## src/rtl/conv_kernel_pos_seq.sv

```systemverilog
// Raster-scan kernel border-flag sequencer with SOF/EOL/EOF framing over valid/ready.
// Optional statistics outputs are built when CONV_KERNEL_POS_SEQ_STATS_EN is defined.
package conv_pkg;
  typedef struct packed {
    logic n1;
    logic n2;
    logic s1;
    logic s2;
    logic w1;
    logic w2;
    logic e1;
    logic e2;
  } kernel_pos_t;

  typedef enum logic [1:0] {
    ST_IDLE  = 2'd0,
    ST_RUN   = 2'd1,
    ST_DRAIN = 2'd2
  } seq_state_t;
endpackage

module conv_kernel_pos_seq #(
  parameter int W_W = 16,
  parameter int H_W = 16
) (
  input  logic                    clk,
  input  logic                    arst_n,
  input  logic                    start_i,
  input  logic                    abort_i,
  input  logic [W_W-1:0]          cfg_width_i,
  input  logic [H_W-1:0]          cfg_height_i,
  output logic                    pos_vld_o,
  input  logic                    pos_rdy_i,
  output conv_pkg::kernel_pos_t   kernel_pos_o,
  output logic                    sof_o,
  output logic                    eol_o,
  output logic                    eof_o,
  output logic                    busy_o,
  output logic                    cfg_err_o,
`ifdef CONV_KERNEL_POS_SEQ_STATS_EN
  output logic [31:0]             stall_cnt_o,
  output logic [15:0]             frame_cnt_o,
`endif
  output conv_pkg::seq_state_t    state_o
);
  import conv_pkg::*;

  // Handshake: a token moves when pos_vld_o & pos_rdy_i; while valid is high and
  // ready is low every output holds; valid only drops after a transfer, abort or reset.

  seq_state_t     state;
  logic [W_W-1:0] width_q;
  logic [H_W-1:0] height_q;
  logic [H_W-1:0] row;
  logic [W_W-1:0] col;

  // H-2 / W-2 comparisons are gated by the size so small frames cannot alias via underflow.
  function automatic kernel_pos_t calc_pos(input logic [H_W-1:0] r, input logic [W_W-1:0] c,
                                           input logic [W_W-1:0] w, input logic [H_W-1:0] h);
    kernel_pos_t p;
    p    = '0;
    p.n2 = (r == '0);
    p.n1 = (r == H_W'(1));
    p.s2 = (r == h - H_W'(1));
    p.s1 = (h >= H_W'(2)) && (r == h - H_W'(2));
    p.w2 = (c == '0);
    p.w1 = (c == W_W'(1));
    p.e2 = (c == w - W_W'(1));
    p.e1 = (w >= W_W'(2)) && (c == w - W_W'(2));
    return p;
  endfunction

  logic           xfer;
  logic           cfg_zero;
  logic           last_col;
  logic [W_W-1:0] next_col;
  logic [H_W-1:0] next_row;
  logic           next_eol;
  logic           next_eof;
  kernel_pos_t    next_pos;
  kernel_pos_t    start_pos;
  logic           start_eol;
  logic           start_eof;

  always_comb begin
    xfer      = pos_vld_o & pos_rdy_i;
    cfg_zero  = (cfg_width_i == '0) || (cfg_height_i == '0);
    last_col  = (col == width_q - W_W'(1));
    next_col  = last_col ? '0 : col + W_W'(1);
    next_row  = last_col ? row + H_W'(1) : row;
    next_eol  = (next_col == width_q - W_W'(1));
    next_eof  = next_eol && (next_row == height_q - H_W'(1));
    next_pos  = calc_pos(next_row, next_col, width_q, height_q);
    start_pos = calc_pos('0, '0, cfg_width_i, cfg_height_i);
    start_eol = (cfg_width_i == W_W'(1));
    start_eof = start_eol && (cfg_height_i == H_W'(1));
  end

  always_ff @(posedge clk or negedge arst_n) begin
    if (!arst_n) begin
      state        <= ST_IDLE;
      width_q      <= '0;
      height_q     <= '0;
      row          <= '0;
      col          <= '0;
      pos_vld_o    <= 1'b0;
      kernel_pos_o <= '0;
      sof_o        <= 1'b0;
      eol_o        <= 1'b0;
      eof_o        <= 1'b0;
      cfg_err_o    <= 1'b0;
    end else begin
      case (state)
        ST_IDLE: begin
          if (start_i) begin
            if (cfg_zero) begin
              cfg_err_o <= 1'b1;
            end else begin
              cfg_err_o    <= 1'b0;
              width_q      <= cfg_width_i;
              height_q     <= cfg_height_i;
              row          <= '0;
              col          <= '0;
              pos_vld_o    <= 1'b1;
              kernel_pos_o <= start_pos;
              sof_o        <= 1'b1;
              eol_o        <= start_eol;
              eof_o        <= start_eof;
              state        <= ST_RUN;
            end
          end
        end
        ST_RUN: begin
          // Abort wins over a transfer in the same cycle: the presented token is dropped.
          if (abort_i || (xfer && eof_o)) begin
            row          <= '0;
            col          <= '0;
            pos_vld_o    <= 1'b0;
            kernel_pos_o <= '0;
            sof_o        <= 1'b0;
            eol_o        <= 1'b0;
            eof_o        <= 1'b0;
            state        <= abort_i ? ST_IDLE : ST_DRAIN;
          end else if (xfer) begin
            row          <= next_row;
            col          <= next_col;
            kernel_pos_o <= next_pos;
            sof_o        <= 1'b0;
            eol_o        <= next_eol;
            eof_o        <= next_eof;
          end
        end
        ST_DRAIN: state <= ST_IDLE;
        default:  state <= ST_IDLE;
      endcase
    end
  end

  assign busy_o  = (state != ST_IDLE);
  assign state_o = state;

`ifdef CONV_KERNEL_POS_SEQ_STATS_EN
  logic accept_start;
  logic eof_accept;

  assign accept_start = (state == ST_IDLE) && start_i && !cfg_zero;
  assign eof_accept   = (state == ST_RUN) && xfer && eof_o && !abort_i;

  always_ff @(posedge clk or negedge arst_n) begin
    if (!arst_n) begin
      stall_cnt_o <= '0;
      frame_cnt_o <= '0;
    end else if (accept_start) begin
      stall_cnt_o <= '0;
      frame_cnt_o <= '0;
    end else begin
      if (pos_vld_o && !pos_rdy_i && !(&stall_cnt_o)) stall_cnt_o <= stall_cnt_o + 32'd1;
      if (eof_accept) frame_cnt_o <= frame_cnt_o + 16'd1;
    end
  end
`endif

endmodule

```

## config.mk

```make
export PLATFORM = sky130hd
export DESIGN_NAME = conv_kernel_pos_seq
export DESIGN_NICKNAME = d
export VERILOG_FILES = /design/src/rtl/conv_kernel_pos_seq.sv
export SDC_FILE = /design/constraint.sdc
export NUM_CORES = 1
export LEC_CHECK = 0
export CAP_MARGIN = 20
export CORE_MARGIN = 8
export CORE_UTILIZATION = 41
export CTS_CLUSTER_SIZE = 20
export DETAILED_ROUTE_END_ITERATION = 10
export PLACE_DENSITY = 0.59
export SLEW_MARGIN = 20
export SYNTH_ARGS = -nofsm -noshare
export SYNTH_HDL_FRONTEND = slang
export SYNTH_SLANG_ARGS = --single-unit
```

## constraint.sdc

```tcl
create_clock -name clk -period 5.35 [get_ports clk]
set_input_delay 0.8025 -clock clk [delete_from_list [all_inputs] [get_ports clk]]
set_output_delay 0.8025 -clock clk [all_outputs]
set_load 0.01 [all_outputs]
```

==> impl_metrics.py <==
metrics = {
    "run_status": {
        "status": "complete, no violations",
    },
    "routing": {
        "wire_per_inst_um": 20.8,
        "drc_errors": 0,
        "via_per_inst": 6.12,
        "finalWirelength_um": 26600,
        "vias": 7817,
        "firstDrtPassIters": 6,
        "drtIter0Drc": 850,
        "final_antenna_net_count": 0,
    },
    "floorplan": {
        "ios": 53,
        "die_y_um": 155,
        "start_util_pct": 41.3,
        "num_rows": 51,
        "die_width_um": 155,
        "dieArea_um2": 24100,
        "design.core.area_um2": 19200,
    },
    "synth": {
        "synth_cells": 1015,
        "synth_top_family_by_area": "simple AND/OR/NAND/NOR gates",
        "synth_area_leaders": "dfrtp_1 25%, xnor2_1 8.6%, xor2_1 6.0%",
        "synth_ff_type": "dfrtp_1",
        "syn_area_um2": 7940,
        "syn_avg_cell_area_um2": 7.82,
        "synth_xor_area_share_pct": 16.0,
        "synth-seq-cells": 79,
        "synth_top_area_share_pct": 24.9,
        "async_flop_share_pct": 100,
        "synth_edf_count": 0,
        "synthSimpleGateAreaFrac_pct": 29.4,
        "synth_compound_area_share_pct": 17.8,
        "syn_nets": 1065,
        "yosysMostFrequentCell": "nand2_1",
        "yosys.area_share.adder_pct": 2.05,
        "synth_commonest_cells": "111 x nand2_1, 79 x dfrtp_1, 78 x xnor2_1, 73 x o21ai_0, 65 x nor2_1",
        "yosysWarnings": 0,
        "synth.distinct_cells": 77,
        "yosys-mux-area-fraction_pct": 4.71,
        "ys_seq_area_share_pct": 24.9,
        "synth.largest_area_cell": "dfrtp_1",
    },
    "timing": {
        "hold_viol": 0,
        "finalCriticalPeriod_ns": 4.89,
        "clock_skew_ns": 0.00929,
        "setup_viol": 0,
        "maxClockFrequency_mhz": 205,
        "tightest_slew_ns": 0.969,
        "slew_headroom_pct": 33.7,
        "grt_setup_unrepaired": "false",
        "final_max_slew_viol_count": 0,
        "min_period_over_period_pct": 91.4,
        "setup-tns-final_ns": 0,
    },
    "worst_setup_path": {
        "crit_start": "width_q[1]",
        "worstReg2RegStart": "width_q[1]",
        "r2r_setup_slack_ns": 0.46,
        "start_kind": "register",
        "cp.required_ns": 5.64,
        "endpoint_kind": "register",
        "critPathCapture": "kernel_pos_o[7]",
        "critPathKind": "reg -> reg",
        "r2r_end": "kernel_pos_o[7]",
        "rr_worst_depth": 12,
        "worstPathArrival_ns": 5.18,
        "cp_max_fo": 21,
    },
    "clock_network": {
        "clk_pin_slew_worst_paths_ns": 0.07,
        "clock-sinks": 79,
        "htreeDepth": 3,
        "max-clock-path-buffers": 2,
        "hold_buffers": 0,
        "cts_buffers": 9,
        "post-cts-setup-buffers": 0,
        "worstSkewPairLatency_ns": 0.36,
        "cts_tree": "done",
        "cts-resized-gates": 0,
        "clockRootBuffer": "clkbuf_16",
    },
    "cells_and_area": {
        "fillers": 1924,
        "drive_gt1_share_pct": 7.90,
        "diodes": 0,
        "nets": 1058,
        "area_delta_synth_final_pct": 11.3,
    },
    "global_route": {
        "grt_pass1_vias": 7478,
        "grt_usage_pct": 22.3,
        "grt.overflow.total": 0,
        "antenna_found_initial": 0,
        "grt_max_degree": 58,
        "grt_pass1_wl_um": 42600,
    },
    "placed_design": {
        "place_congestion": 0.970,
        "dpl.hpwl_um": 20100,
        "io_buffers": 52,
    },
    "hold_path": {
        "hold_class": "in -> async",
    },
    "power_and_ir_drop": {
        "power.density_nw_per_um2": 268,
        "ir_drop_mv": 0.170,
        "p_leak_nw": 3.25,
        "power_mw": 2.37,
    },
    "run": {
        "drv_cap": 0,
    },
}
-- per-layer routing --
| layer | share of wire [%] | vias up | routed length [µm] | track usage [%] |
|---|---|---|---|---|
| met3 | 7.5 | 42 | 1990 | 3.74 |
| li1 | - | 3688 | - | - |
| met4 | 2.1 | 0 | 547 | 7.58 |
| met5 | 0 | - | 0 | 0 |
| met2 | 43 | 343 | 11400 | 32.4 |
| met1 | 48 | 3744 | 12700 | 32.7 |
-- power breakdown --
part	internal (mW)	total [mW]	switching, mW
sequential	0.664	0.835	0.171
combinational	0.406	0.935	0.529
clock	0.319	0.601	0.282
-- metrics by stage --
stage / area (µm²) / utilization [%] / worst slack [ns] / std cells / hold WS [ns]
after global placement: 8560 / 44.6 / 0.687 / 1262 / 0.462
after global routing: 8840 / 46.0 / 0.190 / 1278 / 0.363
after floorplan: 7940 / - / 1.46 / 1015 / 0.506
after CTS: 8840 / 46.0 / 0.562 / 1278 / 0.344
final: 8840 / 46.0 / 0.460 / 1278 / 0.340
after detailed placement: 8560 / 44.6 / 0.581 / 1262 / 0.462
-- cells in the final DEF, fill, tap and decap left out, types with 5 or more instances in the layout --
| cell type | Yosys | routed |
|---|---|---|
| xnor3_1 | 5 | 5 |
| a211oi_1 | 6 | 6 |
| buf_4 | 1 | 12 |
| clkbuf_16 | 0 | 9 |
| nand2_1 | 111 | 111 |
| nand4_1 | 21 | 21 |
| nand3_1 | 34 | 34 |
| nor4b_1 | 8 | 8 |
| clkdlybuf4s50_1 | 0 | 51 |
| dfrtp_1 | 79 | 79 |
| xnor2_1 | 78 | 78 |
| and3_1 | 21 | 21 |
| nor4_1 | 39 | 39 |
| o41ai_1 | 7 | 7 |
| a31oi_1 | 9 | 9 |
| a21oi_1 | 43 | 43 |
| nor3_1 | 41 | 41 |
| a21o_1 | 6 | 6 |
| or4_1 | 14 | 14 |
| or2_2 | 6 | 6 |
| mux2i_1 | 7 | 7 |
| ha_1 | 13 | 13 |
| nand3b_1 | 5 | 5 |
| o31ai_1 | 14 | 14 |
| nor2_1 | 65 | 65 |
| a2111oi_0 | 7 | 7 |
| or3_1 | 9 | 9 |
| a32oi_1 | 5 | 5 |
| o22ai_1 | 7 | 7 |
| nand2b_1 | 16 | 16 |
| o2111ai_1 | 6 | 6 |
| and4_1 | 6 | 6 |
| mux2_2 | 27 | 27 |
| o21ai_0 | 73 | 72 |
| inv_1 | 21 | 21 |
| nor2b_1 | 11 | 11 |
| xor2_1 | 54 | 54 |
-- cells by family (layout without fill, tap and decap cells) --
family,Yosys count,count (layout)
simple gates,435,435
compound gates,215,215
mux,34,34
fa+ha+maj,13,13
xor+xnor,137,137
flops,79,79
buf+inv,102,100
-- area by class of cell --
cell class,count,area (µm²),share of cell area (%)
clock inverters,7,55.1,0.623
repair buffers,63,601,6.79
multi-input cells,834,5570,63.0
flip-flops and latches,79,1980,22.4
inverters,21,78.8,0.891
well taps,265,332,3.75
clock buffers,9,225,2.55
-- critical path: stages (launching register included) --
cell,delay (ns)
dfrtp_1,0.44
inv_1,0.15
ha_1,0.31
or3b_2,0.53
nor4_1,0.54
xnor2_1,0.23
nand4_1,0.37
or3_1,0.87
nor2_1,0.29
and3_1,0.18
o221ai_1,0.12
nor4_1,0.54
a32o_1,0.26
-- flip-flops by register name, indices dropped and copies added, names as in the netlist --
register,flops
cfg_err_o,1
col,16
eof_o,1
eol_o,1
height_q,16
kernel_pos_o,8
pos_vld_o,1
row,16
sof_o,1
state_o,2
width_q,16
-- worst min-delay path by stage --
stage / to / start
finish: width_q[11] / arst_n
floorplan: cfg_err_o / arst_n
global placement: kernel_pos_o[3] / kernel_pos_o[3]
global route: width_q[11] / arst_n
detailed placement: kernel_pos_o[3] / kernel_pos_o[3]
CTS: width_q[11] / arst_n
(Power assumes the default switching activity.)
